`config.mk`:
```
export PLATFORM = sky130hd
export DESIGN_NAME = int_issue_queue
export DESIGN_NICKNAME = d
export VERILOG_FILES = /design/src/rtl/int_issue_queue.sv
export SDC_FILE = /design/constraint.sdc
export NUM_CORES = 2
export LEC_CHECK = 0
export BUFFER_PORTS_ARGS = -buffer_cell sky130_fd_sc_hd__buf_2
export CORE_ASPECT_RATIO = 0.75
export CORE_MARGIN = 1.5
export CORE_UTILIZATION = 35
export DETAILED_ROUTE_END_ITERATION = 16
export PLACE_DENSITY = 0.47
export SYNTH_ARGS = -nofsm -noshare
export SYNTH_HDL_FRONTEND = slang
export SYNTH_SLANG_ARGS = --single-unit
```
`constraint.sdc`:
```
create_clock -name clock -period 41.1 [get_ports clock]
set_input_delay 2.055 -clock clock [delete_from_list [all_inputs] [get_ports clock]]
set_output_delay 2.055 -clock clock [all_outputs]
set_load 0.01 [all_outputs]
```
`src/rtl/int_issue_queue.sv`:
```
// ---------------------------------------------------------------------------
// int_issue_queue
// Integer issue queue sitting between dispatch and the integer execution pipe.
// Holds renamed uops until both physical sources are ready (snooping writeback
// wakeups), issues the oldest ready uop each cycle by ROB age, and selectively
// kills entries younger than a redirecting ROB index.
//
// Optional feature macro: IQ_DUAL_WAKEUP_EN
//   defined   -> second wakeup port (wb1_valid / wb1_prd) exists and feeds both
//                resident wakeup and the enqueue bypass.
//   undefined -> only wb0 wakes entries.
// ---------------------------------------------------------------------------
module int_issue_queue #(
   parameter int DEPTH     = 8,
   parameter int PAYLOAD_W = 128,
   parameter int PREG_W    = 6,
   parameter int ROB_W     = 4
) (
   input  logic                       clock,
   input  logic                       reset,
   // dispatch side
   input  logic                       enq_valid,
   output logic                       enq_ready,
   input  logic [PREG_W-1:0]          enq_prs1,
   input  logic [PREG_W-1:0]          enq_prs2,
   input  logic [PREG_W-1:0]          enq_prd,
   input  logic                       enq_src1_is_reg,
   input  logic                       enq_src2_is_reg,
   input  logic                       enq_src1_ready,
   input  logic                       enq_src2_ready,
   input  logic                       enq_robidx_flag,
   input  logic [ROB_W-1:0]           enq_robidx,
   input  logic [PAYLOAD_W-1:0]       enq_payload,
   // wakeup broadcasts
   input  logic                       wb0_valid,
   input  logic [PREG_W-1:0]          wb0_prd,
`ifdef IQ_DUAL_WAKEUP_EN
   input  logic                       wb1_valid,
   input  logic [PREG_W-1:0]          wb1_prd,
`endif
   // issue side
   output logic                       issue_valid,
   input  logic                       issue_ready,
   output logic [PREG_W-1:0]          issue_prs1,
   output logic [PREG_W-1:0]          issue_prs2,
   output logic [PREG_W-1:0]          issue_prd,
   output logic                       issue_robidx_flag,
   output logic [ROB_W-1:0]           issue_robidx,
   output logic                       issue_src1_is_reg,
   output logic                       issue_src2_is_reg,
   output logic [PAYLOAD_W-1:0]       issue_payload,
   // redirect
   input  logic                       flush_valid,
   input  logic                       flush_robidx_flag,
   input  logic [ROB_W-1:0]           flush_robidx,
   output logic [$clog2(DEPTH):0]     iq_count
);

   localparam int IDX_W = $clog2(DEPTH);
   localparam int CNT_W = IDX_W + 1;

   // ROB age: A is older than B. Opposite flags mean B's index has wrapped.
   function automatic logic is_older(input logic fa, input logic [ROB_W-1:0] ia,
                                     input logic fb, input logic [ROB_W-1:0] ib);
      return (fa == fb) ? (ia < ib) : (ia > ib);
   endfunction

   // entry state
   logic [DEPTH-1:0]     r_valid;
   logic [DEPTH-1:0]     r_rdy1;
   logic [DEPTH-1:0]     r_rdy2;
   logic [DEPTH-1:0]     r_s1reg;
   logic [DEPTH-1:0]     r_s2reg;
   logic [DEPTH-1:0]     r_flag;
   logic [PREG_W-1:0]    r_prs1    [DEPTH];
   logic [PREG_W-1:0]    r_prs2    [DEPTH];
   logic [PREG_W-1:0]    r_prd     [DEPTH];
   logic [ROB_W-1:0]     r_idx     [DEPTH];
   logic [PAYLOAD_W-1:0] r_payload [DEPTH];
   logic [CNT_W-1:0]     r_count;

   // combinational
   logic [DEPTH-1:0]     w_wake1;
   logic [DEPTH-1:0]     w_wake2;
   logic                 w_enq_hit1;
   logic                 w_enq_hit2;
   logic                 w_enq_rdy1;
   logic                 w_enq_rdy2;
   logic [DEPTH-1:0]     w_selectable;
   logic [DEPTH-1:0]     w_kill;
   logic                 w_any_sel;
   logic [IDX_W-1:0]     w_sel;
   logic [IDX_W-1:0]     w_free;
   logic                 w_enq_fire;
   logic                 w_issue_fire;
   logic [DEPTH-1:0]     w_valid_nxt;
   logic [CNT_W-1:0]     w_count_nxt;

   // Wakeup tag match for resident entries and the same-cycle enqueue bypass.
   always_comb begin
      // NOTE: every always_comb output gets a default first so no path can infer a latch.
      w_enq_hit1 = wb0_valid && (wb0_prd == enq_prs1);
      w_enq_hit2 = wb0_valid && (wb0_prd == enq_prs2);
`ifdef IQ_DUAL_WAKEUP_EN
      w_enq_hit1 = w_enq_hit1 | (wb1_valid && (wb1_prd == enq_prs1));
      w_enq_hit2 = w_enq_hit2 | (wb1_valid && (wb1_prd == enq_prs2));
`endif
      for (int i = 0; i < DEPTH; i++) begin
         w_wake1[i] = wb0_valid && (wb0_prd == r_prs1[i]);
         w_wake2[i] = wb0_valid && (wb0_prd == r_prs2[i]);
`ifdef IQ_DUAL_WAKEUP_EN
         w_wake1[i] = w_wake1[i] | (wb1_valid && (wb1_prd == r_prs1[i]));
         w_wake2[i] = w_wake2[i] | (wb1_valid && (wb1_prd == r_prs2[i]));
`endif
      end
      w_enq_rdy1 = ~enq_src1_is_reg | (enq_prs1 == '0) | enq_src1_ready | w_enq_hit1;
      w_enq_rdy2 = ~enq_src2_is_reg | (enq_prs2 == '0) | enq_src2_ready | w_enq_hit2;
   end

   // Oldest-ready select, lowest-index free slot, and flush kill mask.
   always_comb begin
      w_any_sel    = 1'b0;
      w_sel        = '0;
      w_free       = '0;
      w_selectable = r_valid & r_rdy1 & r_rdy2;
      for (int i = 0; i < DEPTH; i++) begin
         if (w_selectable[i] &&
             (!w_any_sel || is_older(r_flag[i], r_idx[i], r_flag[w_sel], r_idx[w_sel]))) begin
            w_any_sel = 1'b1;
            w_sel     = IDX_W'(i);
         end
         w_kill[i] = r_valid[i] &&
                     is_older(flush_robidx_flag, flush_robidx, r_flag[i], r_idx[i]);
      end
      for (int i = DEPTH - 1; i >= 0; i--) begin
         if (!r_valid[i]) w_free = IDX_W'(i);
      end
   end

   assign enq_ready    = (r_count < CNT_W'(DEPTH));
   assign issue_valid  = w_any_sel & ~flush_valid;
   assign w_enq_fire   = enq_valid & enq_ready & ~flush_valid;
   assign w_issue_fire = issue_valid & issue_ready;
   assign iq_count     = r_count;

   assign issue_prs1        = r_prs1[w_sel];
   assign issue_prs2        = r_prs2[w_sel];
   assign issue_prd         = r_prd[w_sel];
   assign issue_robidx_flag = r_flag[w_sel];
   assign issue_robidx      = r_idx[w_sel];
   assign issue_src1_is_reg = r_s1reg[w_sel];
   assign issue_src2_is_reg = r_s2reg[w_sel];
   assign issue_payload     = r_payload[w_sel];

   // Next valid vector and occupancy; enqueue, issue and flush resolve together.
   always_comb begin
      w_valid_nxt = r_valid;
      if (flush_valid) begin
         w_valid_nxt = r_valid & ~w_kill;
      end else begin
         if (w_issue_fire) w_valid_nxt[w_sel]  = 1'b0;
         if (w_enq_fire)   w_valid_nxt[w_free] = 1'b1;
      end
      w_count_nxt = '0;
      for (int i = 0; i < DEPTH; i++) begin
         w_count_nxt = w_count_nxt + CNT_W'(w_valid_nxt[i]);
      end
   end

   // Valid bits and count: the only state that needs reset.
   always_ff @(posedge clock or posedge reset) begin
      // NOTE: sequential state uses non-blocking assignments so every register samples pre-edge values.
      if (reset) begin
         r_valid <= '0;
         r_count <= '0;
      end else begin
         r_valid <= w_valid_nxt;
         r_count <= w_count_nxt;
      end
   end

   // Entry fields and readiness flags: written on enqueue, flags set by wakeup.
   always_ff @(posedge clock) begin
      // NOTE: entry storage is not reset; it is only observed through a valid bit that is.
      for (int i = 0; i < DEPTH; i++) begin
         if (r_valid[i] && w_wake1[i]) r_rdy1[i] <= 1'b1;
         if (r_valid[i] && w_wake2[i]) r_rdy2[i] <= 1'b1;
         if (w_enq_fire && (w_free == IDX_W'(i))) begin
            r_rdy1[i]    <= w_enq_rdy1;
            r_rdy2[i]    <= w_enq_rdy2;
            r_s1reg[i]   <= enq_src1_is_reg;
            r_s2reg[i]   <= enq_src2_is_reg;
            r_flag[i]    <= enq_robidx_flag;
            r_prs1[i]    <= enq_prs1;
            r_prs2[i]    <= enq_prs2;
            r_prd[i]     <= enq_prd;
            r_idx[i]     <= enq_robidx;
            r_payload[i] <= enq_payload;
         end
      end
   end

endmodule

```
Word level (Yosys, flattened, before mapping) --
Memory sizes are Yosys's and may differ from the RTL's. Index checks and enable logic that the tools add are counted.
Word-level totals: memory bits (writable) 1200, memories 5, register bits 52, output and inout port bits 159
Memory list:
- r_payload | words 8, bits a word 128, rd ports 1, clocked after memory_dff 0, write ports 1, line 79 | logic [PAYLOAD_W-1:0] r_payload [DEPTH];
- r_prd | words 8, bits a word 6, rd ports 1, clocked after memory_dff 0, write ports 1, line 77 | logic [PREG_W-1:0] r_prd [DEPTH];
- r_prs1 | words 8, bits a word 6, rd ports 9, clocked after memory_dff 0, write ports 1, line 75 | logic [PREG_W-1:0] r_prs1 [DEPTH];
- r_prs2 | words 8, bits a word 6, rd ports 9, clocked after memory_dff 0, write ports 1, line 76 | logic [PREG_W-1:0] r_prs2 [DEPTH];
- r_idx | words 8, bits a word 4, rd ports 15, clocked after memory_dff 0, write ports 1, line 78 | logic [ROB_W-1:0] r_idx [DEPTH];
Operators by class: $add $sub $neg 7, reduce and logical (&&, ||, !) cells 127, muxes and demuxes 217, bitwise gates (word level) 20, order comparisons 41, eq/ne operators 40
Operator list (count):
- $mux W128 | 7
- $reduce_or A128 Y1 | 7
- $mux W3 | 49
- $mux W6 | 21
- $reduce_or A6 Y1 | 21
- $mux W1 | 118
- $eq A6 B6 Y1 | 18
- $gt A4 B4 Y1 | 15
- $lt A4 B4 Y1 | 15
- $logic_and A1 B1 Y1 | 59
- $and A8 B8 Y8 | 4
- $lt A3 B4 Y1 const B | 8
- $mux W8 | 4
- $reduce_bool A2 Y1 | 16
- $mux W4 | 7
- $reduce_or A4 Y1 | 7
- $bmux W1 S3 | 9
- $add A4 B1 Y4 | 4
- $not A8 Y8 | 2
- $eq A1 B1 Y1 | 15
- $eq A3 B3 Y1 const B | 4
- $logic_not A6 Y1 | 2
- $or A8 B8 Y8 | 1
- $logic_not A1 Y1 | 7
- 13 further kinds | 32

Depth between registers and ports, before layout --
depth after elaboration 67, mapped depth 95

Least setup slack after synthesis --
No wires, ideal clock.
kind register to register, start memory r_idx[1][3], end register r_count[2] (netlist: iq_count[2]), arrival time 17.238 ns, path slack 23.740 ns, required time 40.977 ns, path buffers 8, stages on the path, launching flop included 90, path through edfxtp_1 ha_1 a21oi_1 a31oi_2 o21ai_1 nand2_1 a21boi_0 ha_1 nor2b_1 o211ai_1 nand2_1 nand3_1 a21oi_1 or3_1 clkbuf_1 nand2b_1 nand2_1 ha_1 [54 not listed] a41o_1 mux2i_1 nor2_1 o32ai_1 nor2_1 a31o_2 clkbuf_1 nand3_1 o41a_1 o21ai_0 fa_1 fa_1 fa_1 inv_1 ha_1 inv_1 fa_1 xnor2_1
RTL lines:
- start: declaration | line 78
- end signal: assignment | line 178 | r_count <= w_count_nxt;
- end: declaration | line 80 | logic [CNT_W-1:0] r_count;

==> flow_summary.ini <==
[power_and_ir_drop]
clkPwrFrac = 0.355
swShare = 0.301
power_density_nw_per_um2 = 51.2
p_comb_frac = 0.198
p_sw_mw = 0.999
p_seq_frac = 0.447
internal_power_mw = 2.32
vdd.ir_drop.worst_uv = 41.0
power_leakage_nw = 20.5

[routing]
drc = 0
drt_iter0_markers = 3347
wl_per_cell_microns = 25.2
routed_via_density = 5.71
drt-total-wl_microns = 179000
drtAntennaViolNets = 0
first_pass_iters = 5
vias = 40634

[cells_and_area]
final_common_cell = edfxtp_1
area_growth_pct = 13.5
fill_cells = 15349
nets = 5104
drive_gt1_frac = 0.127
final_cell_mix = edfxtp_1 (1,240), nand2_1 (980), buf_2 (330)
multiInputGateArea_sq_um = 17900
seq_area_sq_um = 37500
fin_cells = 7117

[sta]
setup_viol = 0
fin_crit_sh = 0.548
finalHoldViolCount = 0
fmax_mhz = 44.4
max_slew_margin = 0.160
final.setup.tns_ns = 0
drv_slew = 0
skew_ns = 0.0233
post-route-min-period_ns = 22.53
worstMarginPinSlew_ns = 1.26
rsz0062_at_grt = false

[global_route]
grt_pass1_wl_microns = 264000
track_usage = 0.211
grt_pass1_vias = 39017
grt_overflow = 0
antenna_found_initial = 23
grt_max_degree = 232

[logic_synthesis]
synth_edf_count = 1240
ys.flop_type = edfxtp_1
synth-seq-cells = 1252
yosys_warnings = 0
ys_types = 79
synth-simple-area-share = 0.160
async_flop_share = 0.00958
synth_top_family_by_area = simple AND/OR/NAND/NOR gates
netlist_area_sq_um = 57100
synth_area_per_cell_sq_um = 12.1
synthAdderAreaFrac = 0.0152
synthXorXnorAreaFrac = 0.0187
synth_top_area_share = 0.652
synth_nets = 4963
synthMuxAreaShare = 0.00419
synthCells = 4724
ys_seq_area_frac = 0.658
synth_area_leader_cell = edfxtp_1
synth_area_leaders = edfxtp_1 (65%), nand2_1 (6.5%), nand4_1 (3.5%)
synth_compound_area_frac = 0.113

[setup_path]
arrival_ns = 20.48
path_max_fanout = 60
slowest_delay_ns = 0.88
crit_top_cell = a21oi_1
start_kind = flip-flop
worst_setup_path_end_kind = output pin
path_class = flip-flop to output pin
worstPathRequired_ns = 39.04
crit_path_top_delay_cell = nor3_4

[cts]
cts_tree = yes
h-tree-depth = 4
cts_setup_buffers = 0
cts_buffers = 138
clk_latency_ns = 0.77
ctsHoldBuffers = 0
cts.sinks = 1252
clockRootBuffer = clkbuf_16
ctsResizeCount = 0
cts_buffer_depth = 3
path_clk_slew_ns = 0.06

[die]
fp-row-count = 128
die_area_sq_um = 166000
dieHeight_microns = 353
coreArea_sq_um = 162000
initial_utilization = 0.352
io_pins = 331
die_x_microns = 469

[run_status]
status = completed

[placed_design]
dpl.cell_count = 6870
place.gp.congestion = 0.825
hpwl_microns = 103000
io_buffers = 330

[job]
drv_cap = 0

[hold_path]
hp-class = flip-flop to flip-flop
-- layer usage --
layer	wire length [microns]	GRT usage	up-vias
li1	-	-	18555
met1	81400	0.294	20492
met2	84300	0.340	1298
met3	9270	0.0331	275
met4	4210	0.0651	14
met5	95	0	-
-- path summary, 6_finish.rpt --
kind | from | end | slack (ns) | cells after the start
worst max-delay path | r_idx[0][3] | issue_payload[50] | 18.57 | 76
worst min-delay path | r_valid[4] | r_valid[4] | 0.64 | 1
worst max register to register | r_idx[0][3] | iq_count[2] | 20.43 | 82
worst min register to register | r_valid[4] | r_valid[4] | 0.64 | 1
max in group asynchronous | reset | r_valid[2] | 39.46 | 2
min in group asynchronous | reset | r_valid[7] | 1.31 | 2
-- power by group through the flow --
stage | sequential (mW) | clock, mW | combinational (mW)
after floorplan | 1.51 | 0 | 0.391
after global placement | 1.51 | 0 | 0.657
after detailed placement | 1.51 | 0 | 0.662
after CTS | 1.48 | 1.21 | 0.664
after global routing | 1.48 | 1.26 | 0.721
final | 1.48 | 1.18 | 0.657
-- kinds of logic after synthesis --
kind of cell | count (synthesis)
compound gates | 918
xor+xnor | 121
fa+ha+maj | 67
buf+inv | 445
flops | 1252
mux | 23
simple gates | 1898
-- metrics by stage --
stage	setup WS [ns]	hold WS, ns	util	area, sq um	total power [mW]
finish	18.57	0.642	0.400	64800	3.31
global route	16.86	0.693	0.400	64800	3.46
CTS	18.77	0.641	0.400	64800	3.35
detailed placement	19.73	0.629	0.374	60600	2.17
global placement	19.94	0.625	0.374	60600	2.16
floorplan	23.74	0.569	-	57100	1.90
-- cell usage after synthesis (all sizes together) (64+ instances only) --
master,instances
clkbuf,330
edfxtp,1240
o211ai,159
a32oi,150
nand3,172
xor2,64
o2111ai,150
or3,301
nand2,981
o21ai,327
nand4,316
-- flip-flops by register name (all words and copies together), names as in the netlist --
name and cells:
r_prs1 48, r_s1reg 8, r_valid 8, r_prd 48, r_idx 32, r_rdy1 8, r_flag 8, iq_count 4
r_prs2 48, r_payload 1024, r_rdy2 8, r_s2reg 8
-- layout make-up --
cell class                 instances  share of cell area
antenna                            6            0.000232
clock buffer                     163              0.0564
clock inverter                    78             0.00852
inverter                          52             0.00325
multi-input combinational       3027               0.276
sequential                      1252               0.580
tap                             2145              0.0414
timing repair buffer             394              0.0343
-- worst max-delay path, delay by kind of cell, from the launching register on --
kind / cells / cell delay [ns]
AOI/OAI and AO/OA: 39 / 9.00
and+or+nand+nor: 21 / 5.09
adders and majority gates: 7 / 2.14
buffers and inverters: 4 / 1.73
muxes: 5 / 1.05
DFF: 1 / 0.47
(Power assumes the default switching activity.)
